--- config.mk ---
export PLATFORM = sky130hd
export DESIGN_NAME = strobe_rate_meter
export DESIGN_NICKNAME = d
export VERILOG_FILES = /design/src/rtl/strobe_rate_meter.sv
export SDC_FILE = /design/constraint.sdc
export NUM_CORES = 1
export LEC_CHECK = 0
export BUFFER_PORTS_ARGS = -buffer_cell sky130_fd_sc_hd__buf_2
export CAP_MARGIN = 25
export CORE_MARGIN = 5
export CORE_UTILIZATION = 56
export CTS_BUF_LIST = sky130_fd_sc_hd__clkbuf_4
export CTS_CLUSTER_SIZE = 30
export DETAILED_ROUTE_END_ITERATION = 8
export GPL_ROUTABILITY_DRIVEN = 0
export PLACE_DENSITY = 0.89
export SLEW_MARGIN = 5
export SYNTH_ARGS = -nofsm -noshare
export SYNTH_HDL_FRONTEND = slang
export SYNTH_SLANG_ARGS = --single-unit
--- constraint.sdc ---
create_clock -name clk32M768 -period 4.62 [get_ports clk32M768]
set_input_delay 0.231 -clock clk32M768 [delete_from_list [all_inputs] [get_ports clk32M768]]
set_output_delay 0.231 -clock clk32M768 [all_outputs]
set_load 0.01 [all_outputs]
--- src/rtl/strobe_rate_meter.sv ---
// Strobe rate meter: counts strobe events over a programmable gate aligned to the
// first event, and tracks the shortest and longest edge-to-edge interval.
module strobe_rate_meter #(
    parameter int GATE_W  = 26,
    parameter int CNT_W   = 26,
    parameter int PER_W   = 20,
    parameter int SYNC_EN = 1
) (
    input  logic              clk32M768,
    input  logic              rst,
    input  logic              strobe_in,
    input  logic [GATE_W-1:0] gate_cycles,
    input  logic              start,
    input  logic              result_ack,
    output logic              busy,
    output logic              result_valid,
    output logic [CNT_W-1:0]  edge_count,
    output logic [PER_W-1:0]  period_min,
    output logic [PER_W-1:0]  period_max,
    output logic              timeout,
    output logic              overflow
);

    localparam logic [1:0] S_IDLE = 2'd0;
    localparam logic [1:0] S_ARM  = 2'd1;
    localparam logic [1:0] S_GATE = 2'd2;
    localparam logic [1:0] S_DONE = 2'd3;

    localparam logic [GATE_W-1:0] G_ONE = GATE_W'(1);

    logic              ev;

    logic [1:0]        state_q,     state_d;
    logic [GATE_W-1:0] gate_len_q,  gate_len_d;
    logic [GATE_W-1:0] wait_q,      wait_d;
    logic [GATE_W-1:0] gate_left_q, gate_left_d;
    logic [PER_W-1:0]  ival_q,      ival_d;
    logic [CNT_W-1:0]  cnt_q,       cnt_d;
    logic [PER_W-1:0]  pmin_q,      pmin_d;
    logic [PER_W-1:0]  pmax_q,      pmax_d;
    logic              tmo_q,       tmo_d;
    logic              ovf_q,       ovf_d;

    logic              start_ok;
    logic [PER_W-1:0]  ival_next;

    generate
        if (SYNC_EN != 0) begin : g_sync
            // sync_q[0..2] = s1, s2, s3; ev fires once per rising edge of s2
            logic [2:0] sync_q;
            always_ff @(posedge clk32M768) begin
                if (rst) begin
                    sync_q <= '0;
                end else begin
                    sync_q <= {sync_q[1:0], strobe_in};
                end
            end
            assign ev = sync_q[1] & ~sync_q[2];
        end else begin : g_nosync
            assign ev = strobe_in;
        end
    endgenerate

    assign start_ok  = start & ((state_q == S_IDLE) | (state_q == S_DONE));
    assign ival_next = (ival_q == '1) ? ival_q : ival_q + PER_W'(1);

    always_comb begin
        state_d     = state_q;
        gate_len_d  = gate_len_q;
        wait_d      = wait_q;
        gate_left_d = gate_left_q;
        ival_d      = ival_q;
        cnt_d       = cnt_q;
        pmin_d      = pmin_q;
        pmax_d      = pmax_q;
        tmo_d       = tmo_q;
        ovf_d       = ovf_q;

        case (state_q)
            S_IDLE, S_DONE: begin
                if (start_ok) begin
                    state_d    = S_ARM;
                    gate_len_d = (gate_cycles == '0) ? G_ONE : gate_cycles;
                    wait_d     = '0;
                    ival_d     = '0;
                    cnt_d      = '0;
                    pmin_d     = '1;
                    pmax_d     = '0;
                    tmo_d      = 1'b0;
                    ovf_d      = 1'b0;
                end else if ((state_q == S_DONE) && result_ack) begin
                    state_d = S_IDLE;
                end
            end
            S_ARM: begin
                if (ev) begin
                    state_d     = S_GATE;
                    ival_d      = '0;
                    gate_left_d = gate_len_q;
                end else if (wait_q == gate_len_q - G_ONE) begin
                    state_d = S_DONE;
                    tmo_d   = 1'b1;
                end else begin
                    wait_d = wait_q + G_ONE;
                end
            end
            S_GATE: begin
                if (ival_q == '1) begin
                    ovf_d = 1'b1;
                end
                // An event measures the interval ending on this cycle, then restarts it
                if (ev) begin
                    if (cnt_q == '1) begin
                        ovf_d = 1'b1;
                    end else begin
                        cnt_d = cnt_q + CNT_W'(1);
                    end
                    if (ival_next <= pmin_q) begin
                        pmin_d = ival_next;
                    end
                    if (ival_next >= pmax_q) begin
                        pmax_d = ival_next;
                    end
                    ival_d = '0;
                end else begin
                    ival_d = ival_next;
                end
                gate_left_d = gate_left_q - G_ONE;
                if (gate_left_q == G_ONE) begin
                    state_d = S_DONE;
                end
            end
            default: state_d = S_IDLE;
        endcase
    end

    always_ff @(posedge clk32M768) begin
        if (rst) begin
            state_q     <= S_IDLE;
            gate_len_q  <= '0;
            wait_q      <= '0;
            gate_left_q <= '0;
            ival_q      <= '0;
            cnt_q       <= '0;
            pmin_q      <= '1;
            pmax_q      <= '0;
            tmo_q       <= 1'b0;
            ovf_q       <= 1'b0;
        end else begin
            state_q     <= state_d;
            gate_len_q  <= gate_len_d;
            wait_q      <= wait_d;
            gate_left_q <= gate_left_d;
            ival_q      <= ival_d;
            cnt_q       <= cnt_d;
            pmin_q      <= pmin_d;
            pmax_q      <= pmax_d;
            tmo_q       <= tmo_d;
            ovf_q       <= ovf_d;
        end
    end

    assign busy         = (state_q == S_ARM) | (state_q == S_GATE);
    assign result_valid = (state_q == S_DONE);
    assign edge_count   = cnt_q;
    assign period_min   = pmin_q;
    assign period_max   = pmax_q;
    assign timeout      = tmo_q;
    assign overflow     = ovf_q;

endmodule

Word level (Yosys, flattened, before mapping)
Cells that the tools add are included.
- register bits: 171
- output and inout port bits: 70
- $add $sub $neg: 5
- magnitude comparators: 2
- eq/ne operators: 19
- muxes and demuxes: 36
- bitwise operators: 5
- reductions and logical operators: 17
- operators with widths (operator ; number):
    two-way mux 26 bit ; 7
    two-way mux 20 bit ; 9
    case mux 26 bit (2 select lines) ; 3
    case mux 20 bit (2 select lines) ; 2
    case mux 20 bit (3 select lines) ; 1
    adder 26 x 1 -> 26 bit (second input constant) ; 2
    subtractor 26 x 1 -> 26 bit (second input constant) ; 2
    equality test 26 x 1 -> 1 bit (second input constant) ; 1
    equality test 26 bit ; 1
    equality test 26 bit (second input constant) ; 1
    logical NOT 26 bit ; 1
    adder 20 x 1 -> 20 bit (second input constant) ; 1
    equality test 20 bit (second input constant) ; 1
    greater-or-equal comparator 20 bit ; 1
    less-or-equal comparator 20 bit ; 1
    inequality test 2 bit (second input constant) ; 10
    AND reduction 4 bit ; 5
    two-way mux 2 bit ; 5
    AND reduction 2 bit ; 4
    two-way mux 1 bit ; 6
    inequality test 3 bit (second input constant) ; 2
    case mux 2 bit (3 select lines) ; 1
    nonzero test 2 bit ; 3
    equality test 2 bit (second input constant) ; 2
    9 further kinds ; 12

Longest topological paths before layout
Gate-level depths: netlist (run 1).
- word-level depth: 6
- mapped depth: 18
- depth with buffers taken out: 17

Worst setup path before layout (run 1)
OpenSTA, ideal clock, no wires.
- kind: reg-to-reg
- start point: register ival_q[3]
- end point: register pmin_q[17], in the netlist period_min[17]
- library setup time: 0.119 ns
- arrival time: 4.347 ns
- slack: 0.154 ns
- stages on the path, launching flop included: 19
- buffers on the path: 2
- path through: dfxtp_1 -> and4_1 -> nand4_1 -> nor4_1 -> and2_1 -> clkbuf_1 -> nor2_1 -> and3_1 -> xor2_1 -> ha_1 -> a21o_1 -> a21o_1 -> a21o_1 -> a21o_1 -> a2111o_1 -> nand2_1 -> clkbuf_1 -> nor3b_1 -> o21bai_1
- longest elaborated chain between the ends: 5
- elaborated cells between the ends (all ways): 9
- those cells by class: add/sub (1); order compare (1); eq/ne (2); mux (4); reduce/logical (1)
- RTL lines (item ; line ; source):
    from (decl) ; 37 ; logic [PER_W-1:0] ival_q, ival_d;
    from (signal assigned) ; 154 ; ival_q <= ival_d;
    adder 20 x 1 -> 20 bit / equality test 20 bit (equally long branches) ; 65 ; assign ival_next = (ival_q == '1) ? ival_q : ival_q + PER_W'(1);
    two-way mux 20 bit * ; 65 ;
    less-or-equal comparator 20 bit / two-way mux 20 bit (equally long branches) ; 118 ; if (ival_next <= pmin_q) begin
    inequality test 2 bit (no line) / two-way mux 20 bit (equally long branches) ; n/a ;
    AND reduction 4 bit (no line) / case mux 20 bit (2 select lines) (equally long branches) ; n/a ;
    to (signal assigned) ; 156 ; pmin_q <= pmin_d;
    to (decl) ; 39 ; logic [PER_W-1:0] pmin_q, pmin_d;
Mark *: on every way between the ends. The rest lies on a longest branch, timed or not. The select of a mux whose other input is x is not followed.
A chain may end at the register's enable or synchronous reset.

Worst setup path in the final report (run 1)
- start point: register ival_q[4]
- end point: register pmin_q[13], in the netlist period_min[13]
The elaborated chain is that of the path after synthesis.

==> qor.json, run 1 <==
{
  "pre_cts_slack_ps": 55.6,
  "io_buffer_count": 100,
  "numClockSinks": 171,
  "detailroute.via_count": 9694,
  "initial_antenna_violation_count": 1,
  "warnings_from_yosys": 0,
  "peakVddDrop_v": 0.000338,
  "floorplan.io_pins": 101,
  "yosysUniqueCellTypes": 69,
  "synth_edf_count": 0,
  "min_path_type": "input port to flop",
  "final-setup-viol-count": 0,
  "drt_drc_violations_left": 0,
  "firstDrtPassIters": 5,
  "finalSetupTns_ps": 0,
  "cellPowerDensity_nw_per_um2": 434,
  "avgSynthCellArea_sq_um": 7.92,
  "cpMostUsedCell": "a21o_1",
  "tritoncts": "built",
  "gr-usage-all-layers": 0.260,
  "starting_density_of_the_core": 0.574,
  "drt_wl_total_um": 26800,
  "power.total_mw": 4.86,
  "cts_max_level": 4,
  "core_area_sq_um": 17400,
  "first_global_vias": 9094,
  "synth_nets": 1337,
  "path_cells": "and4_2, nand4_1, nor4_2, and2_2, nor2_1, and3_1, xor2_1, ha_1, a21o_1, a21o_1, a21o_1, a21o_1, a2111o_1, nand2_1, buf_4, nand2_2, o22ai_1, nand2b_1",
  "max_freq_ghz": 0.228,
  "grt_first_pass_wirelength_um": 43600,
  "crit_family": "simple AND/OR/NAND/NOR gates",
  "worst_pin_slew_ps": 959,
  "post_dp_hpwl_um": 18900,
  "areaGrowthSynthToFinish_pct": 12.4,
  "ctsLongestPathBuffers": 2,
  "die_h_um": 143,
  "async_reset_ff_frac": 0,
  "vias_per_cell": 6.07,
  "grt-ovfl-total": 0,
  "detail-route-antenna-nets": 0,
  "timing.critical_path.fanout_max": 13,
  "timing.max_cap.violations": 0,
  "crit_path_end_kind": "flop",
  "fin_worst_hold_slack_ps": 63.4,
  "die_w_um": 143,
  "setup.worst_path.class": "flop to flop",
  "clk-insertion-delay-late_ps": 590,
  "critical-path-max-stage-delay_ps": 440,
  "crit_slowest_cell": "a2111o_1",
  "finalMaxSlewViolations": 0,
  "fill_cells": 1417,
  "worst_ep_required_time_ps": 5120,
  "floorplan_die_area_sq_um": 20500,
  "pin_count_of_the_biggest_net_entering_global_routing": 87,
  "syn_area_sq_um": 9960,
  "clock-skew-final_ps": 23.7,
  "final.min_clock_period_ps": 4380,
  "crit_path_start_kind": "flop",
  "slew_limit_headroom": 0.356,
  "period_share": 0.948,
  "rows": 48,
  "drt_iter0_drc": 748,
  "nNetsFinal": 1439,
  "cts_root_buf": "clkbuf_4",
  "synth_seq_area_share": 0.344,
  "synthFlopType": "dfxtp_1",
  "post-route-cell-area_sq_um": 11200,
  "synth.ff_latch_count": 171,
  "clk_pin_slew_ps": 150,
  "timing_hold_violations_final": 0,
  "arrival_ps": 4880,
  "drive_above_1_share": 0.136,
  "rsz0062_at_grt": "false",
  "post_dp_cell_area_sq_um": 10600,
  "synthesis.instances": 1257,
  "total_leakage_power_nw": 4.62,
  "detail_route.wl_per_cell_um": 16.8,
  "run_status": "complete, no violations",
  "critical_path_buf_inv_count": 1,
  "cts-buffers-inserted": 17,
  "postLayoutSetupSlackWorst_ps": 242,
  "cts_post_setup_buffers_inserted": 0
}
[registers in the layout (all words and copies together) (netlist names)]
| signal | count |
|---|---|
| edge_count | 26 |
| gate_left_q | 26 |
| gate_len_q | 26 |
| wait_q | 26 |
| ival_q | 20 |
| period_max | 20 |
| period_min | 20 |
| g_sync.sync_q | 3 |
| state_q | 2 |
| overflow | 1 |
| timeout | 1 |
[Yosys cell counts, types with 4 or more instances]
cell type,number,area share
nand4b_1,4,0.0035
buf_1,6,0.0023
xnor2_1,41,0.036
o2bb2ai_1,4,0.0035
a31o_2,7,0.0062
a21o_1,23,0.017
xor2_1,37,0.033
o21a_1,11,0.0083
nand3b_1,5,0.0038
a211oi_1,21,0.016
nand2_1,138,0.052
clkbuf_1,58,0.022
nor3b_1,7,0.0053
ha_1,49,0.062
nor2b_1,11,0.0069
dfxtp_1,171,0.34
and3_1,18,0.011
o21ai_0,35,0.018
or3_1,16,0.010
o31ai_1,14,0.011
nand4_1,33,0.021
nor4_1,18,0.011
nand3_1,44,0.022
and2_1,8,0.0050
a22oi_1,21,0.016
or4_1,7,0.0053
a21oi_1,94,0.047
nor2_1,129,0.049
o22ai_1,22,0.014
a21boi_0,4,0.0030
a31oi_1,4,0.0025
a41oi_1,5,0.0044
nor3_1,31,0.016
o21bai_1,7,0.0053
mux2i_1,13,0.013
nand2b_1,28,0.018
and4_1,11,0.0097
inv_1,58,0.022
o32ai_1,5,0.0044
[through the flow]
| step | utilization | cells |
|---|---|---|
| detailed placement | 0.613 | 1537 |
| CTS | 0.642 | 1596 |
| global placement | 0.613 | 1536 |
| finish | 0.645 | 1598 |
| global route | 0.645 | 1598 |
| floorplan | - | 1257 |
[logic make-up after synthesis]
kind of cell               count (synthesis)  synth area share
muxes                                     15            0.0153
AOI/OAI and AO/OA                        295             0.195
and+or+nand+nor                          521             0.266
xor gates and xnor gates                  78            0.0686
DFF                                      171             0.344
adders and majority gates                 49            0.0616
buffers and inverters                    128            0.0504
[report_power, final]
| part | internal [mW] | leakage, nW | switching [mW] | total (mW) |
|---|---|---|---|---|
| Sequential | 1.66 | 1.39 | 0.262 | 1.92 |
| Combinational | 0.826 | 3.11 | 1.35 | 2.17 |
| Clock | 0.233 | 0.121 | 0.530 | 0.764 |
| Total | 2.72 | 4.62 | 2.14 | 4.86 |
[cell usage in the layout (no fill, tap or decap), drive strengths merged, types with 16 or more instances in the layout]
master       count
nor3            32
and3            18
o31ai           16
xnor2           41
ha              49
or3             16
inv             59
buf            125
o22ai           22
dlygate4sd3     27
a21oi           96
o21ai           35
xor2            37
a22oi           21
a21o            23
dfxtp          171
a211oi          21
nand3           44
nand4           33
nor4            20
nand2          138
nor2           129
clkbuf          21
nand2b          28
[per-layer routing]
layer,up-vias,share of wire,global-route usage
met5,-,0,0
met2,389,0.48,0.438
met4,0,0.030,0.105
met1,4523,0.42,0.326
li1,4698,-,-
met3,84,0.069,0.0546
[layout make-up]
type                            instances  area (sq um)  area share
Timing Repair Buffer                  152           981      0.0876
Tap cell                              225           282      0.0252
Antenna cell                            1          2.50    0.000224
Clock inverter                         11          73.8     0.00660
Multi-Input combinational cell        958          6050       0.541
Clock buffer                           21           158      0.0141
Inverter                               59           221      0.0198
Sequential cell                       171          3420       0.306
[what timing repair did]
action                                  in CTS  in global routing
hold buffers                                27                  0
gates resized for setup                      0                  6
endpoints found under the setup margin       0                 10
endpoints found under the hold margin       27                  0
[worst paths after layout]
path | cells past startpoint | end | slack (ps) | startpoint
setup / recovery | 18 | period_min[13] | 240 | ival_q[4]
hold / removal | 2 | state_q[0] | 60 | rst
setup reg to reg | 18 | period_min[13] | 240 | ival_q[4]
hold reg to reg | 1 | g_sync.sync_q[1] | 460 | g_sync.sync_q[0]
Note: power is estimated with default switching activity, not from simulation.
==> run 2, diff against run 1 <==
--- a/config.mk
+++ b/config.mk
@@ -14,6 +14,7 @@
 export DETAILED_ROUTE_END_ITERATION = 8
 export GPL_ROUTABILITY_DRIVEN = 0
 export PLACE_DENSITY = 0.89
+export RECOVER_POWER = 100
 export SLEW_MARGIN = 5
 export SYNTH_ARGS = -nofsm -noshare
 export SYNTH_HDL_FRONTEND = slang
==> qor.json, run 2 (same netlist as run 1, synthesis figures left out) <==
{
  "detail_route.wl_per_cell": {"value": 16.8, "unit": "um", "change": "about the same"},
  "clk-insertion-delay-late": {"value": 600, "unit": "ps", "change": "was 590 ps"},
  "crit_family": {"value": "simple AND/OR/NAND/NOR gates", "change": "unchanged"},
  "core_area": {"value": 17400, "unit": "sq um", "change": "unchanged"},
  "slew_limit_headroom": {"value": 0.128, "change": "was 0.356"},
  "final-setup-viol-count": {"value": 0, "change": "unchanged"},
  "hold_start": {"value": "rst", "change": "unchanged"},
  "initial_antenna_violation_count": {"value": 1, "change": "unchanged"},
  "timing.max_cap.violations": {"value": 0, "change": "unchanged"},
  "max_freq": {"value": 0.227, "unit": "GHz", "change": "was 0.228 GHz"},
  "drt_wl_total": {"value": 26900, "unit": "um", "change": "was 26,800 um"},
  "io_buffer_count": {"value": 100, "change": "unchanged"},
  "cpMostUsedCell": {"value": "a21o_1", "change": "unchanged"},
  "drive_above_1_share": {"value": 0.0751, "change": "was 0.136"},
  "setup.worst_path.class": {"value": "flop to flop", "change": "unchanged"},
  "rsz0062_at_grt": {"value": "false", "change": "unchanged"},
  "clk_pin_slew": {"value": 150, "unit": "ps", "change": "about the same"},
  "areaGrowthSynthToFinish": {"value": 10.7, "unit": "%", "change": "was 12.4%"},
  "cts-buffers-inserted": {"value": 17, "change": "unchanged"},
  "post_dp_cell_area": {"value": 10600, "unit": "sq um", "change": "unchanged"},
  "period_share": {"value": 0.953, "change": "was 0.948"},
  "crit_path_start_kind": {"value": "flop", "change": "unchanged"},
  "post_dp_hpwl": {"value": 18900, "unit": "um", "change": "unchanged"},
  "first_global_vias": {"value": 9094, "change": "unchanged"},
  "fin_worst_hold_slack": {"value": 66.5, "unit": "ps", "change": "was 63.4 ps"},
  "finalSetupTns": {"value": 0, "unit": "ps", "change": "unchanged"},
  "die_h": {"value": 143, "unit": "um", "change": "unchanged"},
  "worst_pin_slew": {"value": 1310, "unit": "ps", "change": "was 959 ps"},
  "floorplan.io_pins": {"value": 101, "change": "unchanged"},
  "startpoint": {"value": "ival_q[4]", "change": "unchanged"},
  "min_path_type": {"value": "input port to flop", "change": "unchanged"},
  "total_leakage_power": {"value": 4.35, "unit": "nW", "change": "was 4.62 nW"},
  "layout.cells.most_common": {"value": "dfxtp_1", "change": "unchanged"},
  "cellPowerDensity": {"value": 436, "unit": "nW/um^2", "change": "was 434 nW/um^2"},
  "r2r_start": {"value": "ival_q[4]", "change": "unchanged"},
  "crit_path_end_kind": {"value": "flop", "change": "unchanged"},
  "most-common-layout-cells": {"value": "170 x dfxtp_1, 137 x nand2_1, 129 x nor2_1", "change": "unchanged"},
  "cts_max_level": {"value": 4, "change": "unchanged"},
  "rows": {"value": 48, "change": "unchanged"},
  "ctsLongestPathBuffers": {"value": 2, "change": "unchanged"},
  "crit_slowest_cell": {"value": "a2111o_1", "change": "unchanged"},
  "firstDrtPassIters": {"value": 5, "change": "unchanged"},
  "tritoncts": {"value": "built", "change": "unchanged"},
  "post-route-cell-area": {"value": 11000, "unit": "sq um", "change": "was 11,200 sq um"},
  "drt_drc_violations_left": {"value": 0, "change": "unchanged"},
  "arrival": {"value": 4910, "unit": "ps", "change": "was 4880 ps"},
  "final.min_clock_period": {"value": 4400, "unit": "ps", "change": "was 4380 ps"},
  "grt_first_pass_wirelength": {"value": 43600, "unit": "um", "change": "unchanged"},
  "critical-path-max-stage-delay": {"value": 440, "unit": "ps", "change": "about the same"},
  "pin_count_of_the_biggest_net_entering_global_routing": {"value": 87, "change": "unchanged"},
  "worst_hold_path.num_cells": {"value": 2, "change": "unchanged"},
  "drt_iter0_drc": {"value": 776, "change": "was 748"},
  "clock-skew-final": {"value": 25.2, "unit": "ps", "change": "was 23.7 ps"},
  "run_status": {"value": "complete, no violations", "change": "unchanged"},
  "finish.cell_count_without_fillers": {"value": 1598, "change": "unchanged"},
  "critical_path_buf_inv_count": {"value": 1, "change": "unchanged"},
  "power.total": {"value": 4.81, "unit": "mW", "change": "was 4.86 mW"},
  "grt-ovfl-total": {"value": 0, "change": "unchanged"},
  "nNetsFinal": {"value": 1439, "change": "unchanged"},
  "detailroute.via_count": {"value": 9670, "change": "was 9,694"},
  "postLayoutSetupSlackWorst": {"value": 215, "unit": "ps", "change": "was 242 ps"},
  "floorplan_die_area": {"value": 20500, "unit": "sq um", "change": "unchanged"},
  "finalMaxSlewViolations": {"value": 0, "change": "unchanged"},
  "numClockSinks": {"value": 171, "change": "unchanged"},
  "dp.cells": {"value": 1537, "change": "unchanged"},
  "starting_density_of_the_core": {"value": 0.574, "change": "unchanged"},
  "cts_root_buf": {"value": "clkbuf_4", "change": "unchanged"},
  "peakVddDrop": {"value": 0.000338, "unit": "V", "change": "about the same"},
  "worst-r2r-cell-count": {"value": 18, "change": "unchanged"},
  "timing.critical_path.fanout_max": {"value": 13, "change": "unchanged"},
  "gr-usage-all-layers": {"value": 0.260, "change": "unchanged"},
  "path_cells": {"value": "and4_2, nand4_1, nor4_2, and2_2, nor2_1, and3_1, xor2_1, ha_1, a21o_1, a21o_1, a21o_1, a21o_1, a2111o_1, nand2_1, buf_4, nand2_2, o22ai_1, nand2b_1", "change": "unchanged"},
  "die_w": {"value": 143, "unit": "um", "change": "unchanged"},
  "worst_ep_required_time": {"value": 5130, "unit": "ps", "change": "was 5120 ps"},
  "timing_hold_violations_final": {"value": 0, "change": "unchanged"},
  "vias_per_cell": {"value": 6.05, "change": "was 6.07"},
  "final_util": {"value": 0.635, "change": "was 0.645"},
  "detail-route-antenna-nets": {"value": 0, "change": "unchanged"},
  "critical_path_depth_in_cells": {"value": 18, "change": "unchanged"},
  "pre_cts_slack": {"value": 55.6, "unit": "ps", "change": "unchanged"}
}
-- run 2: layer usage --
layer	routed length, um	vias up	GRT usage
met5	0	-	0
met4	792	0	0.105
met3	1750	77	0.0546
met2	12900	365	0.438
met1	11400	4537	0.326
li1	-	4691	-
-- run 2: report_power, final --
part,switching (mW),internal (mW)
registers,0.262,1.66
logic,1.34,0.782
clock network,0.534,0.233
total,2.13,2.67
-- run 2: worst paths after layout --
check                endpoint  slack, ps
min                state_q[0]         70
max reg2reg    period_min[13]        220
max            period_min[13]        220
min reg2reg  g_sync.sync_q[1]        460
-- run 2: final cells by class --
class,instances,area [sq um]
fill,1476,6330
multi-input combinational,958,6010
sequential,171,3420
timing repair buffer,152,852
tap,225,282
inverter,59,221
clock buffer,21,158
clock inverter,11,73.8
antenna,1,2.50
-- run 2: timing repair --
action | in CTS | in global routing
hold buffers | 27 | 0
resized for setup | 0 | 6
setup endpoints to repair | 0 | 10
setup buffers | 0 | 0
hold endpoints to repair | 27 | 0
